===== src/rtl/mcu_pkg.sv =====
// Shared constants for the memory control unit, the cores and the DRAM arbiter.
// This package also holds the arbiter state encoding.
package mcu_pkg;

  localparam int MCU_NUM_CORES = 4;
  localparam int MCU_ADDR_W    = 16;
  localparam int MCU_DATA_W    = 8;

  localparam logic [1:0] S_IDLE  = 2'd0;
  localparam logic [1:0] S_ISSUE = 2'd1;
  localparam logic [1:0] S_WAIT  = 2'd2;
  localparam logic [1:0] S_DONE  = 2'd3;

  typedef enum logic [1:0] {
    ST_IDLE  = S_IDLE,
    ST_ISSUE = S_ISSUE,
    ST_WAIT  = S_WAIT,
    ST_DONE  = S_DONE
  } arb_state_e;

  function automatic int id_width(input int n);
    return (n > 1) ? $clog2(n) : 1;
  endfunction

endpackage


===== src/rtl/rr_pick.sv =====
// Round-robin picker: the first set request scanning from i_ptr upward,
// modulo N. Purely combinational.
module rr_pick
  import mcu_pkg::*;
#(
  parameter int N    = MCU_NUM_CORES,
  parameter int ID_W = id_width(N)
) (
  input  logic [N-1:0]    i_req,
  input  logic [ID_W-1:0] i_ptr,
  output logic [N-1:0]    o_gnt,
  output logic [ID_W-1:0] o_id
);

  int              idx;
  logic [ID_W-1:0] sel;
  logic            found;

  always_comb begin
    o_gnt = '0;
    o_id  = '0;
    found = 1'b0;
    idx   = 0;
    sel   = '0;
    for (int i = 0; i < N; i++) begin
      idx = (int'(i_ptr) + i) % N;
      sel = ID_W'(idx);
      if (!found && i_req[sel]) begin
        found      = 1'b1;
        o_gnt[sel] = 1'b1;
        o_id       = sel;
      end
    end
  end

endmodule


===== src/rtl/dram_arbiter.sv =====
// Round-robin arbiter that gives the cores one at a time access to a shared
// single-port data RAM, returning read data and a per-core acknowledge.
module dram_arbiter
  import mcu_pkg::*;
#(
  parameter int NUM_CORES = MCU_NUM_CORES,
  parameter int ADDR_W    = MCU_ADDR_W,
  parameter int DATA_W    = MCU_DATA_W,
  parameter int MEM_LAT   = 2
) (
  input  logic                        i_clk,
  input  logic                        i_rst,
  input  logic [NUM_CORES-1:0]        i_req,
  input  logic [NUM_CORES-1:0]        i_we,
  input  logic [NUM_CORES*ADDR_W-1:0] i_addr,
  input  logic [NUM_CORES*DATA_W-1:0] i_wdata,
  output logic [NUM_CORES-1:0]        o_gnt,
  output logic [NUM_CORES-1:0]        o_ack,
  output logic [DATA_W-1:0]           o_rdata,
  output logic                        o_busy,
  output logic [ADDR_W-1:0]           o_mem_addr,
  output logic [DATA_W-1:0]           o_mem_wdata,
  output logic                        o_mem_read,
  output logic                        o_mem_write,
  input  logic [DATA_W-1:0]           i_mem_rdata
);

  // state | meaning
  // IDLE  | no owner; arbitrate and latch the winner's request
  // ISSUE | one-cycle RAM strobe for the latched request
  // WAIT  | read latency countdown; capture RAM data at zero
  // DONE  | acknowledge the owner, advance the round-robin pointer

  localparam int ID_W  = id_width(NUM_CORES);
  localparam int CNT_W = 3;
  localparam logic [CNT_W-1:0] CNT_LOAD = CNT_W'(MEM_LAT - 1);
  localparam logic [ID_W-1:0]  ID_LAST  = ID_W'(NUM_CORES - 1);

  arb_state_e       state_q, state_d;
  logic [ID_W-1:0]  id_q, id_d;
  logic             we_q, we_d;
  logic [ADDR_W-1:0] addr_q, addr_d;
  logic [DATA_W-1:0] wdata_q, wdata_d;
  logic [ID_W-1:0]  ptr_q, ptr_d;
  logic [CNT_W-1:0] cnt_q, cnt_d;
  logic [DATA_W-1:0] rdata_q, rdata_d;

  logic [NUM_CORES-1:0] pick_gnt;
  logic [ID_W-1:0]      pick_id;
  logic [NUM_CORES-1:0] id_oh;

  rr_pick #(
    .N    (NUM_CORES),
    .ID_W (ID_W)
  ) u_rr_pick (
    .i_req (i_req),
    .i_ptr (ptr_q),
    .o_gnt (pick_gnt),
    .o_id  (pick_id)
  );

  assign id_oh = NUM_CORES'(1) << id_q;

  always_ff @(posedge i_clk) begin
    if (i_rst) begin
      state_q <= ST_IDLE;
      id_q    <= '0;
      we_q    <= 1'b0;
      addr_q  <= '0;
      wdata_q <= '0;
      ptr_q   <= '0;
      cnt_q   <= '0;
      rdata_q <= '0;
    end else begin
      state_q <= state_d;
      id_q    <= id_d;
      we_q    <= we_d;
      addr_q  <= addr_d;
      wdata_q <= wdata_d;
      ptr_q   <= ptr_d;
      cnt_q   <= cnt_d;
      rdata_q <= rdata_d;
    end
  end

  always_comb begin
    state_d     = state_q;
    id_d        = id_q;
    we_d        = we_q;
    addr_d      = addr_q;
    wdata_d     = wdata_q;
    ptr_d       = ptr_q;
    cnt_d       = cnt_q;
    rdata_d     = rdata_q;
    o_gnt       = '0;
    o_ack       = '0;
    o_mem_addr  = '0;
    o_mem_wdata = '0;
    o_mem_read  = 1'b0;
    o_mem_write = 1'b0;

    case (state_q)
      ST_IDLE: begin
        if (|i_req) begin
          id_d = pick_id;
          for (int k = 0; k < NUM_CORES; k++) begin
            if (pick_gnt[k]) begin
              we_d    = i_we[k];
              addr_d  = i_addr[k*ADDR_W +: ADDR_W];
              wdata_d = i_wdata[k*DATA_W +: DATA_W];
            end
          end
          state_d = ST_ISSUE;
        end
      end
      ST_ISSUE: begin
        o_gnt       = id_oh;
        o_mem_addr  = addr_q;
        o_mem_wdata = wdata_q;
        o_mem_write = we_q;
        o_mem_read  = ~we_q;
        if (we_q) begin
          state_d = ST_DONE;
        end else begin
          cnt_d   = CNT_LOAD;
          state_d = ST_WAIT;
        end
      end
      ST_WAIT: begin
        o_gnt       = id_oh;
        o_mem_addr  = addr_q;
        o_mem_wdata = wdata_q;
        if (cnt_q == '0) begin
          rdata_d = i_mem_rdata;
          state_d = ST_DONE;
        end else begin
          cnt_d = cnt_q - CNT_W'(1);
        end
      end
      ST_DONE: begin
        o_gnt       = id_oh;
        o_ack       = id_oh;
        o_mem_addr  = addr_q;
        o_mem_wdata = wdata_q;
        // Pointer moves past the core just served so it loses priority next round.
        ptr_d       = (id_q == ID_LAST) ? '0 : id_q + ID_W'(1);
        state_d     = ST_IDLE;
      end
      default: state_d = ST_IDLE;
    endcase
  end

  assign o_rdata = rdata_q;
  assign o_busy  = (state_q != ST_IDLE);

endmodule


===== config.mk =====
export PLATFORM = sky130hd
export DESIGN_NAME = dram_arbiter
export DESIGN_NICKNAME = d
export VERILOG_FILES = /design/src/rtl/mcu_pkg.sv /design/src/rtl/rr_pick.sv /design/src/rtl/dram_arbiter.sv
export SDC_FILE = /design/constraint.sdc
export NUM_CORES = 1
export LEC_CHECK = 0
export CAP_MARGIN = 15
export CORE_UTILIZATION = 30
export DETAILED_ROUTE_END_ITERATION = 7
export GPL_TIMING_DRIVEN = 0
export PLACE_DENSITY = 0.72
export SLEW_MARGIN = 20
export SYNTH_ARGS = -nofsm -noshare
export SYNTH_HDL_FRONTEND = slang
export SYNTH_SLANG_ARGS = --single-unit

===== constraint.sdc =====
create_clock -name i_clk -period 4.9 [get_ports i_clk]
set_clock_uncertainty 0.2 [all_clocks]
set_input_delay 1.47 -clock i_clk [delete_from_list [all_inputs] [get_ports i_clk]]
set_output_delay 1.47 -clock i_clk [all_outputs]
set_load 0.01 [all_outputs]

==> reports/results.ini <==
[setup_path]
slowest_stage=mux4_2
crit_family=simple AND/OR/NAND/NOR gates
cpPeakStageDelay_ps=650
path_cells=clkdlybuf4s50_1 > mux4_2 > nor4b_4 > nand2_1 > nand4_1 > buf_2 > nand2_1 > a311o_1 > a311oi_1
end_kind=flip-flop
crit_type=primary input to flip-flop
worst-path-buf-inv=2
cp_max_fo=10
rr_startpoint=ptr_q[0]
required_ps=4900
critPathMostFrequentCell=nand2_1
critPathLaunchType=primary input
worstPathArrival_ps=4630
critPathLaunch=i_req[0]

[hold_path]
worstHoldStart=addr_q[9]
hold_path.class=flip-flop to flip-flop

[floorplan]
initial_utilization=0.312
core-area_mm2=0.0104
dieHeight_um=106
ioPinCount=157
rows=37
die-area_mm2=0.0112
dieWidth_um=106

[cts]
clkTransAtPathRegs_ps=90
hold_buffers=0
post_cts_resized=0
worstSkewPairLatency_ps=300
clockBufferDepth=2
cts_buffers=5
cts_tree=done
clock_sinks=42
cts-root-buf=clkbuf_8
htree_levels=2
cts_setup_buffers=0

[run]
cap_violations=0

[pwr]
p_total_w=0.00242
p_per_area_mw_per_mm2=483
cellLeakagePower_nw=1.85
irDropWorstVdd_mv=0.228

[finish]
multi_input_comb_area_mm2=0.00218
nets=703
seqCellArea_um2=841
n_antenna_cell=0
areaGrowthSynthToFinish_pct=55.2
layout-drive-gt1-share=0.0854
nFillCells=1027

[synthesis]
synth_top_family_by_area=simple AND/OR/NAND/NOR gates
syn_area_per_cell_um2=7.81
synth_area_mm2=0.00323
synthAdderAreaFrac=0.0619
ys_seq_area_frac=0.260
synth_compound_area_frac=0.255
syn-num-nets=544
synth_mux_area_frac=0.0750
synthSimpleGateAreaFrac=0.284
synth_cells=414
ys_seq_elements=42
synth_xor_area_frac=0
synthDistinctLibCells=39
ys.warnings.count=0

[placed_design]
place_congestion=0.850
dp_hpwl_mm=8.82
io_buffers=152

[sta]
grt_setup_unrepaired=no
tns_ps=0
relSlewSlack=0.535
slew_violations=0
setup_viol=0
final_hold_viol_count=0
fmax_ghz=0.216
fin_crit_sh=0.945
min_period_ps=4630
worst_pin_slew_ps=697

[global_routing]
grt_first_pass_wirelength_mm=17.6
grt_overflow=0
grtUsageTotal=0.198
grt_max_degree=16
grt_pass1_vias=3599
antenna_found_initial=0

[drt]
routed_wl_mm=11.2
wire_per_inst_um=15.8
drtPass1Iterations=4
first_iter_violations=136
antenna_left=0
drcViolationCount=0
vias_per_cell=5.17
dr_total_vias=3674

[outcome]
status=finished, final reports clean

[cells in the mapped netlist (all sizes together)]
master  number  area, µm²
nor4         1       6.26
a221o        1       10.0
a21oi        3       15.0
mux2         2       22.5
o211ai       2       15.0
buf         12       66.3
dfxtp       42        841
inv         14       52.6
and4         1       8.76
and2         4       25.0
a211oi       2       15.0
a311o       25        250
clkbuf      24       90.1
a311oi      25        338
o21ai       10       50.1
nor3b        1       12.5
o22ai        2       12.5
nor2        68        255
nor4b        1       23.8
nand4        2       12.5
nor2b       29        181
nor3         1       5.00
or4b         1       10.0
mux2i       13        130
a41oi        1       27.5
o41ai        1       8.76
nand2b       1       6.26
nand3b       1       7.51
ha          16        200
mux4         4       90.1
nand3        4       20.0
and3         1       6.26
nand2       90        338
a221oi       6       58.8
a22oi        3       22.5
[layer usage]
| metal | vias to the layer above | routed length (µm) | GRT usage |
|---|---|---|---|
| li1 | 1775 | - | - |
| met1 | 1728 | 4820 | 0.234 |
| met2 | 147 | 5440 | 0.348 |
| met3 | 24 | 738 | 0.0495 |
| met4 | 0 | 239 | 0.0625 |
| met5 | - | 0 | 0 |
[worst paths after layout]
check               endpoint  slack (ps)  depth (start not counted)
hold reg to reg    addr_q[9]         300                          2
hold / removal     addr_q[9]         300                          2
setup / recovery  addr_q[15]         270                          9
setup reg to reg  addr_q[15]         400                         13
[state kept, by name, indices dropped and copies added (netlist names)]
signal and cells:
state_q 2, we_q 1, wdata_q 8, addr_q 16
id_q 2, ptr_q 2, o_rdata 8, cnt_q 3
[stage by stage]
stage	instances	utilization	hold slack, ps	setup slack (ps)	area [µm²]
finish	710	0.484	301	268	5020
global route	710	0.484	329	132	5020
CTS	710	0.484	303	337	5020
detailed placement	702	0.475	286	44.6	4930
global placement	702	0.475	279	106	4930
floorplan	414	-	272	905	3230
[worst reg2reg max path, stage by stage (launching register included)]
cell and delay (ps):
dfxtp_1 410, buf_2 230, buf_1 350, inv_1 150
ha_1 310, buf_2 210, mux4_2 630, nor4b_4 500
nand2_1 140, nand4_1 280, buf_2 310, nand2_1 90
a311o_1 350, a311oi_1 250
[layout make-up]
class                   instances  area share
multi-input cells             322       0.435
repair buffers                152       0.303
flip-flops and latches         42       0.167
well taps                     136      0.0339
plain buffers                  36      0.0312
clock buffers                   5      0.0137
inverters                      14      0.0105
clock inverters                 3     0.00499
[cell families (layout without fill, tap and decap cells)]
family,count (synthesis),count (layout)
AO/OA/AOI/OAI,81,81
flip-flops,42,42
adder cells (fa/ha/maj),16,16
AND/OR/NAND/NOR,206,206
multiplexers,19,19
buffers and inverters,50,210
[cells in the final DEF (no fill, tap or decap), drive strengths merged]
cell,synthesis,routed
clkdlybuf4s50,0,152
nand2,90,90
nor2,68,68
dfxtp,42,42
nor2b,29,29
clkbuf,24,29
a311o,25,25
a311oi,25,25
ha,16,16
inv,14,15
mux2i,13,13
buf,12,12
o21ai,10,10
a221oi,6,6
and2,4,4
mux4,4,4
nand3,4,4
a22oi,3,3
a21oi,3,3
mux2,2,2
nand4,2,2
a211oi,2,2
o22ai,2,2
o211ai,2,2
nor4b,1,1
nor3b,1,1
and3,1,1
nor3,1,1
and4,1,1
a221o,1,1
or4b,1,1
nor4,1,1
nand2b,1,1
a41oi,1,1
nand3b,1,1
o41ai,1,1
clkinv,0,1
clkinvlp,0,1
[power breakdown]
group,switching [W],total (W),internal [W]
registers,0.0000816,0.000563,0.000481
clock network,0.000140,0.000243,0.000103
logic,0.000868,0.00162,0.000750
Note: power is estimated with default switching activity, not from simulation.
